`src/rtl/ahb_pkg.sv`:
```
// Shared AHB-Lite encodings and the slave-state type.
// Used by ahb_slave_mem and its register file.
package ahb_pkg;

  localparam logic [1:0] HTRANS_IDLE   = 2'b00;
  localparam logic [1:0] HTRANS_BUSY   = 2'b01;
  localparam logic [1:0] HTRANS_NONSEQ = 2'b10;
  localparam logic [1:0] HTRANS_SEQ    = 2'b11;

  localparam logic [2:0] HSIZE_WORD = 3'b010;

  localparam logic HRESP_OKAY  = 1'b0;
  localparam logic HRESP_ERROR = 1'b1;

  typedef enum logic [1:0] {
    ST_IDLE,
    ST_DATA,
    ST_ERR1,
    ST_ERR2
  } slv_state_e;

endpackage

```
`src/rtl/ahb_slave_regfile.sv`:
```
// Word register file: sync write, comb read, async clear.
// Depth 2^ADDR_W words of 32 bits.
module ahb_slave_regfile #(
  parameter int ADDR_W = 4
) (
  input  logic              clk,
  input  logic              rst_n,
  input  logic              we,
  input  logic [ADDR_W-1:0] waddr,
  input  logic [31:0]       wdata,
  input  logic [ADDR_W-1:0] raddr,
  output logic [31:0]       rdata
);

  localparam int DEPTH = 2 ** ADDR_W;

  logic [31:0] mem_q [DEPTH];
  logic [31:0] mem_d [DEPTH];

  always_comb begin
    mem_d = mem_q;
    if (we) mem_d[waddr] = wdata;
  end

  always_ff @(posedge clk or negedge rst_n) begin
    if (!rst_n) begin
      for (int i = 0; i < DEPTH; i++) mem_q[i] <= '0;
    end else begin
      mem_q <= mem_d;
    end
  end

  assign rdata = mem_q[raddr];

endmodule

```
`src/rtl/ahb_slave_mem.sv`:
```
// AHB-Lite word slave: register-file memory, programmable
// wait states, two-cycle ERROR response.
module ahb_slave_mem
  import ahb_pkg::*;
#(
  parameter int ADDR_W      = 4,
  parameter int WAIT_STATES = 1
) (
  input  logic        hclk,
  input  logic        hresetn,
  input  logic        hsel,
  input  logic [31:0] haddr,
  input  logic        hwrite,
  input  logic [2:0]  hsize,
  input  logic [1:0]  htrans,
  input  logic        hready,
  input  logic [31:0] hwdata,
  output logic        hreadyout,
  output logic        hresp,
  output logic [31:0] hrdata
);

  localparam int AW = ADDR_W + 2;
  localparam logic [2:0] WS = 3'(WAIT_STATES);

  slv_state_e    state_q, state_d;
  logic [2:0]    cnt_q, cnt_d;
  logic [AW-1:0] addr_q, addr_d;
  logic          write_q, write_d;

  logic        rdy;
  logic        acc;
  logic        err;
  logic        we;
  logic [31:0] rdata;

  logic unused_bits;
  assign unused_bits = ^{haddr[31:AW], htrans[0]};

  // Ready is a pure function of state so acc has no comb loop.
  always_comb begin
    rdy = 1'b1;
    case (state_q)
      ST_DATA: rdy = (cnt_q == 3'd0);
      ST_ERR1: rdy = 1'b0;
      default: rdy = 1'b1;
    endcase
  end

  assign acc = hsel & htrans[1] & hready & rdy;
  assign err = (hsize != HSIZE_WORD) | (haddr[1:0] != 2'b00);
  assign we  = (state_q == ST_DATA) & (cnt_q == 3'd0) & write_q;

  always_comb begin
    state_d = state_q;
    cnt_d   = cnt_q;
    addr_d  = addr_q;
    write_d = write_q;
    case (state_q)
      ST_DATA: if (cnt_q != 3'd0) cnt_d = cnt_q - 3'd1;
      ST_ERR1: state_d = ST_ERR2;
      default: ;
    endcase
    if (rdy) begin
      state_d = ST_IDLE;
      if (acc) begin
        addr_d  = haddr[AW-1:0];
        write_d = hwrite;
        state_d = err ? ST_ERR1 : ST_DATA;
        cnt_d   = err ? 3'd0 : WS;
      end
    end
  end

  always_ff @(posedge hclk or negedge hresetn) begin
    if (!hresetn) begin
      state_q <= ST_IDLE;
      cnt_q   <= '0;
      addr_q  <= '0;
      write_q <= 1'b0;
    end else begin
      state_q <= state_d;
      cnt_q   <= cnt_d;
      addr_q  <= addr_d;
      write_q <= write_d;
    end
  end

  ahb_slave_regfile #(.ADDR_W(ADDR_W)) u_rf (
    .clk   (hclk),
    .rst_n (hresetn),
    .we    (we),
    .waddr (addr_q[AW-1:2]),
    .wdata (hwdata),
    .raddr (addr_q[AW-1:2]),
    .rdata (rdata)
  );

  assign hreadyout = rdy;
  assign hresp     = ((state_q == ST_ERR1) | (state_q == ST_ERR2))
                     ? HRESP_ERROR : HRESP_OKAY;
  assign hrdata    = ((state_q == ST_DATA) & ~write_q) ? rdata : 32'h0;

endmodule

```
`config.mk`:
```
export PLATFORM = sky130hd
export DESIGN_NAME = ahb_slave_mem
export DESIGN_NICKNAME = d
export VERILOG_FILES = /design/src/rtl/ahb_pkg.sv /design/src/rtl/ahb_slave_regfile.sv /design/src/rtl/ahb_slave_mem.sv
export SDC_FILE = /design/constraint.sdc
export NUM_CORES = 1
export LEC_CHECK = 0
export CAP_MARGIN = 10
export CORE_ASPECT_RATIO = 0.9
export CORE_MARGIN = 4
export CORE_UTILIZATION = 55
export CTS_CLUSTER_SIZE = 24
export DETAILED_ROUTE_END_ITERATION = 12
export GPL_TIMING_DRIVEN = 0
export PLACE_DENSITY = 0.77
export SYNTH_ARGS = -nofsm -noshare
export SYNTH_HDL_FRONTEND = slang
export SYNTH_SLANG_ARGS = --single-unit
```
`constraint.sdc`:
```
create_clock -name hclk -period 2.2 [get_ports hclk]
set_input_delay 0.44 -clock hclk [delete_from_list [all_inputs] [get_ports hclk]]
set_output_delay 0.44 -clock hclk [all_outputs]
set_load 0.03 [all_outputs]
```
==> results.sh <==
export IMPL_period_needed_ns=3.185
export IMPL_hold_path_class="in -> async"
export IMPL_fmax_mhz=314.0
export IMPL_dr_pass1_iters=5
export IMPL_initial_core_util_pct=55.89
export IMPL_drc_errors=0
export IMPL_gp_congestion=0.8335
export IMPL_seq_area_frac_synth_pct=55.74
export IMPL_clock_skew_ns=0.008538
export IMPL_pwr_density_cell_nw_per_um2=1187
export IMPL_ys_ff_latch=522
export IMPL_final_common_cell="dfrtp_1"
export IMPL_portBuffers=80
export IMPL_ys_flop_type="dfrtp_1"
export IMPL_grt_pass1_vias=14950
export IMPL_rsz0062_at_grt="yes"
export IMPL_crit_type="reg -> out"
export IMPL_final_cell_mix="dfrtp_1 (521), mux2_2 (298), mux2_4 (212)"
export IMPL_status="finished, violations left"
export IMPL_yosys_warnings=0
export IMPL_finalSetupViolCount=482
export IMPL_die_h_um=203.8
export IMPL_synth_edf_count=0
export IMPL_synth_cells=1422
export IMPL_worst_pin_slew_ns=0.7306
export IMPL_cts_buffer_depth=3
export IMPL_synth_cell_area_um2=23430
export IMPL_violations="setup timing"
export IMPL_wl_um=70830
export IMPL_grt_use_total_pct=27.56
export IMPL_viasPerCell=6.577
export IMPL_num_vias=14760
export IMPL_antenna_found_initial=0
export IMPL_clk_pin_slew_worst_paths_ns=0.06
export IMPL_syn_to_final_growth_pct=29.23
export IMPL_cts_root_buf="clkbuf_16"
export IMPL_drt_antenna_violating_nets=0
export IMPL_cp_slowest_stage_delay_ns=0.54
export IMPL_p_leak_nw=13.61
export IMPL_end_kind="output pin"
export IMPL_cts_buffers=52
export IMPL_yosys_cell_types_count=36
export IMPL_cpMaxStageDelayCell="mux4_2"
export IMPL_layout_cells_non_filler=2244
export IMPL_maxCapViolations=0
export IMPL_cts_sinks=522
export IMPL_rows=71
export IMPL_cts_tree="done"
export IMPL_place_inst=2053
export IMPL_nets=1731
export IMPL_antenna_cells=0
export IMPL_die_w_um=225.6
export IMPL_hold_viol=0
export IMPL_grt_max_degree=123
export IMPL_fillers=2440
export IMPL_coreArea_um2=41930
export IMPL_hpwlAfterDp_um=36460
export IMPL_wl_per_cell_um=31.56
export IMPL_syn_avg_cell_area_um2=16.48
export IMPL_clk_latency_ns=0.61
export IMPL_grt_pass1_wl_um=94590
export IMPL_setup_tns_ns=-92.50
export IMPL_critical_path_cell_chain="buf_12, buf_12, buf_6, mux4_2, a22o_1, a221o_2, buf_6"
export IMPL_irDropWorstVdd_v=0.0008346
export IMPL_setup_slack_ns=-0.9852
export IMPL_drive_above_1_share_pct=60.11
export IMPL_drt_iter0_drc=1430
export IMPL_power_mw=35.94
export IMPL_htreeDepth=2
export IMPL_required_ns=1.76
export IMPL_overflow=0
export IMPL_syn_num_nets=1498
export IMPL_io_pin_count=108
export IMPL_die_area_um2=45980
export IMPL_max_slew_margin_rel_pct=51.03
export IMPL_hold_ws_ns=0.4041
export IMPL_final_period_utilization_pct=144.8
export IMPL_cp_max_fo=7
export IMPL_synthArstFlopShare_pct=100.0
export IMPL_cp_arrival_ns=2.75
export IMPL_timing_final_max_slew_violations=0
export IMPL_critPathLaunchType="register"
## layout make-up
class                   instances  area [µm²]  area share (%)
plain buffers                 123        1617           5.338
clock buffers                  80        1588           5.243
clock inverters                16       162.7          0.5371
inverters                       6       22.52         0.07437
multi-input cells             761       10690           35.31
flip-flops and latches        522       13060           43.14
well taps                     547       684.4           2.260
repair buffers                189        2454           8.102
## final timing paths
kind	from	endpoint	slack [ns]	cells after the start
max in group asynchronous	hresetn	u_rf.mem_q[147]	0.28	4
hold reg to reg	u_rf.mem_q[109]	u_rf.mem_q[109]	0.50	1
min in group hclk	hsize[1]	state_q[0]	0.45	3
setup / recovery	addr_q[2]	hrdata[31]	-0.99	7
setup reg to reg	cnt_q[1]	u_rf.mem_q[206]	-0.27	10
hold / removal	hresetn	u_rf.mem_q[386]	0.40	2
## cells in the mapped netlist, types with 3 or more instances
cell type / count / area share (%)
a221o_1: 31 / 1.3
mux2_2: 470 / 23
mux2_1: 17 / 0.82
nor2_1: 11 / 0.18
inv_1: 6 / 0.096
a22o_1: 31 / 1.2
dfrtp_1: 522 / 56
or4_1: 3 / 0.096
nor3_1: 4 / 0.085
buf_2: 53 / 1.1
mux2i_1: 3 / 0.13
clkbuf_1: 73 / 1.2
nand2_1: 3 / 0.048
mux2_4: 30 / 1.9
o21ai_0: 3 / 0.064
mux4_2: 128 / 12
buf_6: 3 / 0.14
buf_1: 4 / 0.064
or3_1: 5 / 0.13
## worst max-delay path, delay by kind of cell, from the launching register on
kind / cells / cell delay (ns)
buf+inv: 4 / 0.61
compound gates: 2 / 0.60
mux: 1 / 0.54
flops: 1 / 0.38
## power breakdown
| group | internal [mW] | switching (mW) |
|---|---|---|
| Sequential | 12.3 | 1.63 |
| Combinational | 7.55 | 5.30 |
| Clock | 5.31 | 3.84 |
## sequential cells by signal, summed over array words and instances (netlist names)
register    count
addr_q          4
write_q         1
state_q         2
u_rf.mem_q    512
cnt_q           3
## per-layer routing
metal / part of all wire [%] / vias up / GRT usage [%]
li1: - / 5854 / -
met1: 41 / 8008 / 39.83
met2: 48 / 711 / 43.20
met3: 7.5 / 185 / 5.141
met4: 3.9 / 0 / 8.815
met5: 0 / - / 0
## cell families after synthesis
group	count (synthesis)	share of synthesized area, %
AO/OA/AOI/OAI	69	2.654
multiplexers	648	37.75
XOR/XNOR	1	0.03738
buffers and inverters	139	2.605
flip-flops	522	55.74
adder cells (fa/ha/maj)	3	0.1495
AND/OR/NAND/NOR	40	1.062
## per-stage QoR
step                setup slack (ns)  cell area [µm²]  utilization, %
floorplan                   -0.01836            23650               -
global placement              -21.71            25140           59.95
detailed placement            -1.477            25250           60.23
CTS                          -0.9720            28400           67.72
global route                 -0.9862            30280           72.22
finish                       -0.9852            30280           72.22
## repair_timing
item,4_1_cts,5_1_grt
buffers inserted,34,39
pin swaps,8,27
hold buffers,1,0
setup endpoints to repair,526,579
gates resized for setup,454,316
hold endpoints to repair,107,0
cloned,10,23
No activity file was read; power rests on OpenSTA's default activity.
